File: src/rtl/sha256_msg_schedule_if.sv
// SHA-256 message schedule interface: block capture on the host side and the
// W_t word stream towards the compression rounds.
// Optional wk_out (W_t + K_t) is present when SHA256_SCHED_WK_EN is defined.
interface sha256_msg_schedule_if #(
  parameter int unsigned IDX_W = 6
);
  logic             start;
  logic [511:0]     block_in;
  logic             busy;
  logic             w_valid;
  logic             w_ready;
  logic [31:0]      w_out;
  logic [IDX_W-1:0] w_idx;
  logic             done;
`ifdef SHA256_SCHED_WK_EN
  logic [31:0]      wk_out;

  // Host / round-logic side.
  modport master (
    output start, block_in, w_ready,
    input  busy, w_valid, w_out, w_idx, done, wk_out
  );

  // Schedule expander side.
  modport slave (
    input  start, block_in, w_ready,
    output busy, w_valid, w_out, w_idx, done, wk_out
  );
`else
  // Host / round-logic side.
  modport master (
    output start, block_in, w_ready,
    input  busy, w_valid, w_out, w_idx, done
  );

  // Schedule expander side.
  modport slave (
    input  start, block_in, w_ready,
    output busy, w_valid, w_out, w_idx, done
  );
`endif
endinterface

File: src/rtl/sha256_msg_schedule.sv
// SHA-256 message schedule expander.
// Captures a 512-bit block on start and streams W_0..W_{ROUNDS-1}, one word per
// accepted beat, using a 16-entry circular buffer (W_t overwrites W_{t-16}).
// Optional feature macro: SHA256_SCHED_WK_EN adds wk_out = W_t + K_t.
module sha256_msg_schedule #(
  parameter int unsigned ROUNDS = 64,
  parameter int unsigned IDX_W  = 6
) (
  input logic                  clk,
  input logic                  rstn,
  sha256_msg_schedule_if.slave bus
);

  typedef enum logic [1:0] {StIdle, StLoad, StStream, StDone} state_e;

  state_e           state;
  logic [31:0]      wbuf [16];
  logic [IDX_W-1:0] nt;
  logic [3:0]       slot;
  logic [31:0]      w_new;
  logic [31:0]      w_next;
  logic             beat;
  logic             last;

`ifdef SHA256_SCHED_WK_EN
  localparam logic [31:0] KTab [64] = '{
    32'h428a2f98, 32'h71374491, 32'hb5c0fbcf, 32'he9b5dba5,
    32'h3956c25b, 32'h59f111f1, 32'h923f82a4, 32'hab1c5ed5,
    32'hd807aa98, 32'h12835b01, 32'h243185be, 32'h550c7dc3,
    32'h72be5d74, 32'h80deb1fe, 32'h9bdc06a7, 32'hc19bf174,
    32'he49b69c1, 32'hefbe4786, 32'h0fc19dc6, 32'h240ca1cc,
    32'h2de92c6f, 32'h4a7484aa, 32'h5cb0a9dc, 32'h76f988da,
    32'h983e5152, 32'ha831c66d, 32'hb00327c8, 32'hbf597fc7,
    32'hc6e00bf3, 32'hd5a79147, 32'h06ca6351, 32'h14292967,
    32'h27b70a85, 32'h2e1b2138, 32'h4d2c6dfc, 32'h53380d13,
    32'h650a7354, 32'h766a0abb, 32'h81c2c92e, 32'h92722c85,
    32'ha2bfe8a1, 32'ha81a664b, 32'hc24b8b70, 32'hc76c51a3,
    32'hd192e819, 32'hd6990624, 32'hf40e3585, 32'h106aa070,
    32'h19a4c116, 32'h1e376c08, 32'h2748774c, 32'h34b0bcb5,
    32'h391c0cb3, 32'h4ed8aa4a, 32'h5b9cca4f, 32'h682e6ff3,
    32'h748f82ee, 32'h78a5636f, 32'h84c87814, 32'h8cc70208,
    32'h90befffa, 32'ha4506ceb, 32'hbef9a3f7, 32'hc67178f2
  };
`endif

  function automatic logic [31:0] sig0(input logic [31:0] x);
    return {x[6:0], x[31:7]} ^ {x[17:0], x[31:18]} ^ (x >> 3);
  endfunction

  function automatic logic [31:0] sig1(input logic [31:0] x);
    return {x[16:0], x[31:17]} ^ {x[18:0], x[31:19]} ^ (x >> 10);
  endfunction

  // Next word: the loaded block word for t < 16, otherwise the expansion of
  // the four live buffer slots. slot holds W_{t-16}, about to be replaced.
  always_comb begin
    nt     = bus.w_idx + IDX_W'(1);
    slot   = nt[3:0];
    w_new  = sig1(wbuf[4'(slot - 4'd2)]) + wbuf[4'(slot - 4'd7)]
           + sig0(wbuf[4'(slot - 4'd15)]) + wbuf[slot];
    w_next = (int'(nt) < 16) ? wbuf[slot] : w_new;
    beat   = bus.w_valid & bus.w_ready;
    last   = (bus.w_idx == IDX_W'(ROUNDS - 1));
  end

  // Control FSM with registered stream outputs and buffer updates.
  always_ff @(posedge clk or negedge rstn) begin
    if (!rstn) begin
      state       <= StIdle;
      bus.busy    <= 1'b0;
      bus.w_valid <= 1'b0;
      bus.w_out   <= '0;
      bus.w_idx   <= '0;
      bus.done    <= 1'b0;
`ifdef SHA256_SCHED_WK_EN
      bus.wk_out  <= '0;
`endif
      for (int i = 0; i < 16; i++) wbuf[i] <= '0;
    end else begin
      bus.done <= 1'b0;
      unique case (state)
        StIdle: begin
          if (bus.start) begin
            for (int i = 0; i < 16; i++) wbuf[i] <= bus.block_in[511 - 32*i -: 32];
            bus.w_idx <= '0;
            bus.busy  <= 1'b1;
            state     <= StLoad;
          end
        end
        StLoad: begin
          bus.w_valid <= 1'b1;
          bus.w_out   <= wbuf[0];
          bus.w_idx   <= '0;
`ifdef SHA256_SCHED_WK_EN
          bus.wk_out  <= wbuf[0] + KTab[0];
`endif
          state       <= StStream;
        end
        StStream: begin
          if (beat) begin
            if (last) begin
              bus.w_valid <= 1'b0;
              bus.busy    <= 1'b0;
              bus.done    <= 1'b1;
              state       <= StDone;
            end else begin
              // For t < 16 this rewrites the slot with its own value.
              wbuf[slot] <= w_next;
              bus.w_out  <= w_next;
              bus.w_idx  <= nt;
`ifdef SHA256_SCHED_WK_EN
              bus.wk_out <= w_next + KTab[6'(nt)];
`endif
            end
          end
        end
        StDone: begin
          state <= StIdle;
        end
        default: begin
          state <= StIdle;
        end
      endcase
    end
  end

endmodule

File: src/flat_wrapper.sv
// flat-port wrapper written by rule: the top's interface ports become plain ports
module sha256_msg_schedule_flat 
#(
  parameter int unsigned ROUNDS = 64,
  parameter int unsigned IDX_W  = 6
)
  (clk, rstn, bus_start, bus_block_in, bus_w_ready, bus_busy, bus_w_valid, bus_w_out, bus_w_idx, bus_done);
  sha256_msg_schedule_if #(.IDX_W(IDX_W)) bus_i ();
  input logic clk;
  input logic rstn;
  input wire logic [$bits(bus_i.start)-1:0] bus_start;
  input wire logic [$bits(bus_i.block_in)-1:0] bus_block_in;
  input wire logic [$bits(bus_i.w_ready)-1:0] bus_w_ready;
  output wire logic [$bits(bus_i.busy)-1:0] bus_busy;
  output wire logic [$bits(bus_i.w_valid)-1:0] bus_w_valid;
  output wire logic [$bits(bus_i.w_out)-1:0] bus_w_out;
  output wire logic [$bits(bus_i.w_idx)-1:0] bus_w_idx;
  output wire logic [$bits(bus_i.done)-1:0] bus_done;
  assign bus_i.start = bus_start;
  assign bus_i.block_in = bus_block_in;
  assign bus_i.w_ready = bus_w_ready;
  assign bus_busy = bus_i.busy;
  assign bus_w_valid = bus_i.w_valid;
  assign bus_w_out = bus_i.w_out;
  assign bus_w_idx = bus_i.w_idx;
  assign bus_done = bus_i.done;
  sha256_msg_schedule #(.ROUNDS(ROUNDS), .IDX_W(IDX_W)) u_core (.clk(clk), .rstn(rstn), .bus(bus_i));
endmodule
File: config.mk
export PLATFORM = sky130hd
export DESIGN_NAME = sha256_msg_schedule_flat
export DESIGN_NICKNAME = d
export VERILOG_FILES = /design/src/rtl/sha256_msg_schedule_if.sv /design/src/rtl/sha256_msg_schedule.sv /design/src/flat_wrapper.sv
export SDC_FILE = /design/constraint.sdc
export NUM_CORES = 2
export LEC_CHECK = 0
export BUFFER_PORTS_ARGS = -buffer_cell sky130_fd_sc_hd__buf_2
export CAP_MARGIN = 0
export CORE_ASPECT_RATIO = 0.6
export CORE_UTILIZATION = 45
export DETAILED_ROUTE_END_ITERATION = 8
export PLACE_DENSITY_LB_ADDON = 0.3
export SLEW_MARGIN = 0
export SYNTH_ARGS = -nofsm -noshare
export SYNTH_HDL_FRONTEND = slang
export SYNTH_SLANG_ARGS = --single-unit
File: constraint.sdc
create_clock -name clk -period 9.75 [get_ports clk]
set_clock_uncertainty 0.1 [all_clocks]
set_input_delay 0.4875 -clock clk [delete_from_list [all_inputs] [get_ports clk]]
set_output_delay 0.4875 -clock clk [all_outputs]
set_load 0.02 [all_outputs]
Word-level counts from Yosys, hierarchy flattened --
Index checks and enable logic that the tools add are counted. Widths: inputs -> output; s select.
Word-level totals: register bits after elaboration 555, logic and storage cells 102, bits of input ports 516, output and inout port bits 41
Cells by class: equality and inequality tests 8, add/subtract/negate cells 7, bitwise logic cells 9, multiplexer cells 39, reductions and logical operators 11, $lt $le $gt $ge 6
Operators with widths (number):
- $mux 512 | 3
- $pmux 512 s2 | 1
- $bmux 32 s4 | 4
- $bwmux 512 | 1
- $mux 32 | 12
- $demux 32 s4 | 1
- $add 32x32->32 | 3
- $pmux 32 s2 | 1
- $xor 32x32->32 | 2
- $xor 32x22->32 | 1
- $xor 32x29->32 | 1
- $ge 5x5->1 const B | 4
- $not 4->5 | 4
- $mux 6 | 3
- $pmux 6 s3 | 1
- $reduce_and 4->1 | 3
- $reduce_and 3->1 | 3
- $pmux 2 s4 | 1
- $add 6x1->6 const B | 1
- $eq 6x6->1 const B | 1
- $lt 6x5->1 const B | 1
- $mux 1 | 6
- $mux 2 | 3
- $lt 5x1->1 const B | 1
- 13 further kinds | 18

Logic depth before layout (Yosys ltp) --
depth in word-level cells 16, gate-level depth with buffers 35

Worst setup path after synthesis --
OpenSTA, ideal clock, no wires.
path kind register to register, from register u_core.bus.w_idx[0], to register u_core.wbuf[313] (netlist name), clock period less this slack 8.744 ns, arrival time 8.507 ns, setup slack 1.006 ns, buffers on the path 12, cell stages (with the launch flop) 35, cell sequence dfrtp_1 -> inv_1 -> buf_2 -> buf_2 -> clkbuf_1 -> buf_2 -> buf_2 -> ha_1 -> buf_6 -> xor3_2 -> buf_2 -> clkbuf_1 -> clkbuf_1 -> buf_1 -> mux4_2 -> mux2i_1 -> mux2i_1 -> xnor2_1 -> fa_1 -> fa_1 -> ha_1 -> inv_1 -> fa_1 -> nor2b_1 -> o31a_1 -> o21ai_0 -> a311o_1 -> a31oi_1 -> o21a_1 -> o31a_1 -> clkbuf_1 -> clkbuf_1 -> nand3_1 -> o21ai_0 -> a21oi_1
On the way: cells in the longest elaborated chain, start to end 16, elaborated cells on any way between the ends 41, those cells by class add/sub: 7; order compare: 3; eq/ne: 2; mux: 19; bitwise: 8; reduce/logical: 2
Ends and longest elaborated chain:
- start, declared | RTL line sha256_msg_schedule_if.sv:39 | output busy, w_valid, w_out, w_idx, done
- start signal, assigned | RTL line sha256_msg_schedule.sv:110 | bus.w_idx <= nt;
- $add 6x1->6 | RTL line sha256_msg_schedule.sv:57 | nt = bus.w_idx + IDX_W'(1);
- $sub 4x2->4 | RTL line sha256_msg_schedule.sv:59 | w_new = sig1(wbuf[4'(slot - 4'd2)]) + wbuf[4'(slot - 4'd7)]
- $not 4->5 (implied by the code) | RTL line sha256_msg_schedule.sv:59
- $bmux 32 s4 | RTL line sha256_msg_schedule.sv:59
- $mux 32 (implied by the code) (2 in a row) | RTL line sha256_msg_schedule.sv:59
- $xor 32x32->32 | RTL line sha256_msg_schedule.sv:51 | return {x[16:0], x[31:17]} ^ {x[18:0], x[31:19]} ^ (x >> 10);
- $xor 32x22->32 | RTL line sha256_msg_schedule.sv:51
- $add 32x32->32 | RTL line sha256_msg_schedule.sv:59
- $add 32x32->32 (2 in a row) | RTL line sha256_msg_schedule.sv:60 | + sig0(wbuf[4'(slot - 4'd15)]) + wbuf[slot];
- $mux 32 | RTL line sha256_msg_schedule.sv:61 | w_next = (int'(nt) < 16) ? wbuf[slot] : w_new;
- $bwmux 512 | RTL line sha256_msg_schedule.sv:108 | wbuf[slot] <= w_next;
- $mux 512 | RTL line sha256_msg_schedule.sv:101 | if (last) begin
- $mux 512 | RTL line sha256_msg_schedule.sv:100 | if (beat) begin
- $pmux 512 s2 | RTL line sha256_msg_schedule.sv:81 | unique case (state)
- end signal, assigned by index | RTL line sha256_msg_schedule.sv:108
- end, declared | RTL line sha256_msg_schedule.sv:17 | logic [31:0] wbuf [16];
Parallel ways exist; a longest one is shown, timed or not. The select of a mux whose other input is x is not followed. A chain may end at the register's enable or synchronous reset.

Final worst setup path --
from register u_core.bus.w_idx[0], to register u_core.wbuf[499] (netlist name)
Same word-level chain as after synthesis.

==> qor.yml <==
cp-startpoint: "u_core.bus.w_idx[0]$_DFFE_PN0P_"
worstSetupPathType: "reg -> reg"
cts_buffer_depth: 3
grt_pass1_wl_um: 283000
cts.sinks: 555
die_h_um: 240
crit_buf_inv: 4
dieArea_um2: 95800
syn_inst: 4080
synth-main-ff-cell: "dfrtp_1"
finalHoldWorstSlack_ps: -5.72
slowest_stage: "mux4_2"
cpPeakStageDelay_ps: 630
critPathArrivalTime_ps: 9280
clk_pin_slew_ps: 70
outcome: "finished, violations left"
met3_length_um: 34200
hold_viol: 3
fmax_mhz: 113
crit_top_cell: "fa_1"
multi_input_area_um2: 26700
ant_nets: 0
slew_viol_final: 16
synth_commonest_cells: "555 x dfrtp_1, 394 x mux4_2, 364 x nand2_1, 349 x o21ai_0, 316 x clkbuf_1"
r2r_start: "u_core.bus.w_idx[0]$_DFFE_PN0P_"
drive_gt1_share_pct: 27.8
final_net_count: 5098
yosysMostFrequentCell: "dfrtp_1"
ctsResizeCount: 0
syn_area_um2: 42500
required_ps: 10170
htreeDepth: 2
rsz0062_at_grt: "no"
cts_hold_buffers: 71
finalCriticalPeriod_ps: 8860
drt-met1-wl_um: 79000
start_kind: "register"
postCtsSetupBuffers: 0
maxCapViolations: 1
holdCritStartpoint: "bus_block_in[402]"
gp_congestion: 1.04
grt_pass1_vias: 38200
setup_viol: 0
track_usage_pct: 41.1
start_util_pct: 45.9
tns_ps: 0
synth_seq_cells: 555
cts_root_buffer: "clkbuf_16"
num_rows: 86
area_growth_pct: 15.6
path_delay_family: "adder cells"
grt_max_degree: 181
vias_per_cell: 7.15
pin_count: 557
synth_cell_types: 66
syn_area_per_cell_um2: 10.4
max-slew-margin-rel_pct: -12.3
synth.area.top_cells: "dfrtp_1 33%, mux4_2 21%, mux2i_1 5.0%"
seq_area_um2: 13900
async_reset_ff_share_pct: 100
top_layer_used: "met5"
fin_crit_sh_pct: 90.8
wl_met2_um: 77700
pre_cts_ws_ps: 1220
core-area_um2: 92800
fillers: 8270
seq_area_frac_synth_pct: 32.7
drcViolationCount: 0
clk_latency_ps: 690
syn_nets: 4698
critPathMaxFanout: 105
vias: 41200
antenna_found_initial: 5
numCtsBuffers: 56
critPathCaptureType: "register"
drtIter0Drc: 7270
die_w_um: 399
worstMarginPinSlew_ps: 1690
io_buffers: 556
dr.pass1.iters: 6
synth_edf_count: 0
hp-class: "in -> reg"
dp.final_hpwl_um: 142000
yosysWarnings: 0
failed_checks: "negative hold slack, max-capacitance violations, max-slew violations"
routed_wl_um: 200000
grt.overflow.total: 0
cts_tree: "yes"
setup_slack_ps: 892
synth_top_area_cell: "dfrtp_1"
yosysTopAreaCellShare_pct: 32.7
wl_per_cell_um: 34.6
==> worst paths after layout <==
kind                       depth (start not counted)  slack (ps)                          endpoint
setup reg to reg                                  26         890      u_core.wbuf[499]$_DFFE_PN0P_
max in group asynchronous                          4        6800      u_core.wbuf[315]$_DFFE_PN0P_
hold / removal                                     3          -6      u_core.wbuf[402]$_DFFE_PN0P_
setup / recovery                                  26         890      u_core.wbuf[499]$_DFFE_PN0P_
min in group asynchronous                          2         380  u_core.bus.w_out[11]$_DFFE_PN0P_
hold reg to reg                                    1         400  u_core.bus.w_out[18]$_DFFE_PN0P_
==> cells in the final DEF (no fill, tap or decap), types with 36 or more instances in the layout <==
cell / netlist / routed
a21oi_1: 288 / 288
a22o_1: 81 / 81
a31oi_1: 69 / 69
a32oi_1: 64 / 64
and3_1: 57 / 56
buf_2: 56 / 555
buf_4: 13 / 128
clkbuf_16: 0 / 56
dfrtp_1: 555 / 553
dlygate4sd3_1: 0 / 71
fa_1: 62 / 62
ha_1: 40 / 37
inv_1: 108 / 105
mux2i_1: 214 / 214
mux4_2: 394 / 394
nand2_1: 364 / 362
nand3_1: 37 / 37
nor2_1: 230 / 228
o21ai_0: 349 / 333
o22ai_1: 72 / 71
o2bb2ai_1: 80 / 80
xnor2_1: 106 / 103
xor2_1: 37 / 36
==> metal layers <==
metal	global-route usage [%]	vias to the layer above
li1	-	16500
met1	59.4	20500
met2	53.4	3672
met3	18.4	552
met4	14.8	4
met5	0	-
==> logic make-up (layout without fill, tap and decap cells) <==
| kind of cell | Yosys count | in the layout | synth area share (%) |
|---|---|---|---|
| AOI/OAI and AO/OA | 1321 | 1321 | 20.4 |
| and+or+nand+nor | 793 | 793 | 8.04 |
| muxes | 631 | 631 | 26.6 |
| DFF | 555 | 555 | 32.7 |
| buffers and inverters | 531 | 977 | 5.00 |
| xor gates and xnor gates | 147 | 147 | 3.13 |
| adders and majority gates | 102 | 102 | 4.09 |
| other | 0 | 4 | 0 |
==> worst min-delay path, cell delays in order <==
cell and delay [ps]:
buf_2 90, a221oi_1 60, o21ai_0 60
==> stage by stage <==
step           cells  hold WS, ps  instance area, um^2  util, %
2_1_floorplan   4080         91.9                42500        -
3_3_place_gp    5583          374                46600     50.2
3_5_place_dp    5583          389                46600     50.2
4_1_cts         5758        0.442                49100     53.0
5_1_grt         5758         10.9                49100     53.0
6_report        5762        -5.72                49200     53.0
==> cell type report <==
cell class                 count  area share (%)
multi-input combinational   2994            54.4
sequential                   555            28.3
timing repair buffer         765            9.49
clock buffer                  74            3.15
tap                         1232            3.14
inverter                     108           0.858
clock inverter                30           0.657
antenna                        4          0.0204
==> sequential cells by signal (all words and copies together) (netlist names) <==
register,cells
u_core.bus.w_out,32
u_core.wbuf,512
u_core.state,2
u_core.bus.done,1
u_core.bus.w_valid,1
u_core.bus.busy,1
u_core.bus.w_idx,6
Power is not shown: default switching activity piles up to over one toggle a cycle in this logic, so the estimate is an artifact.
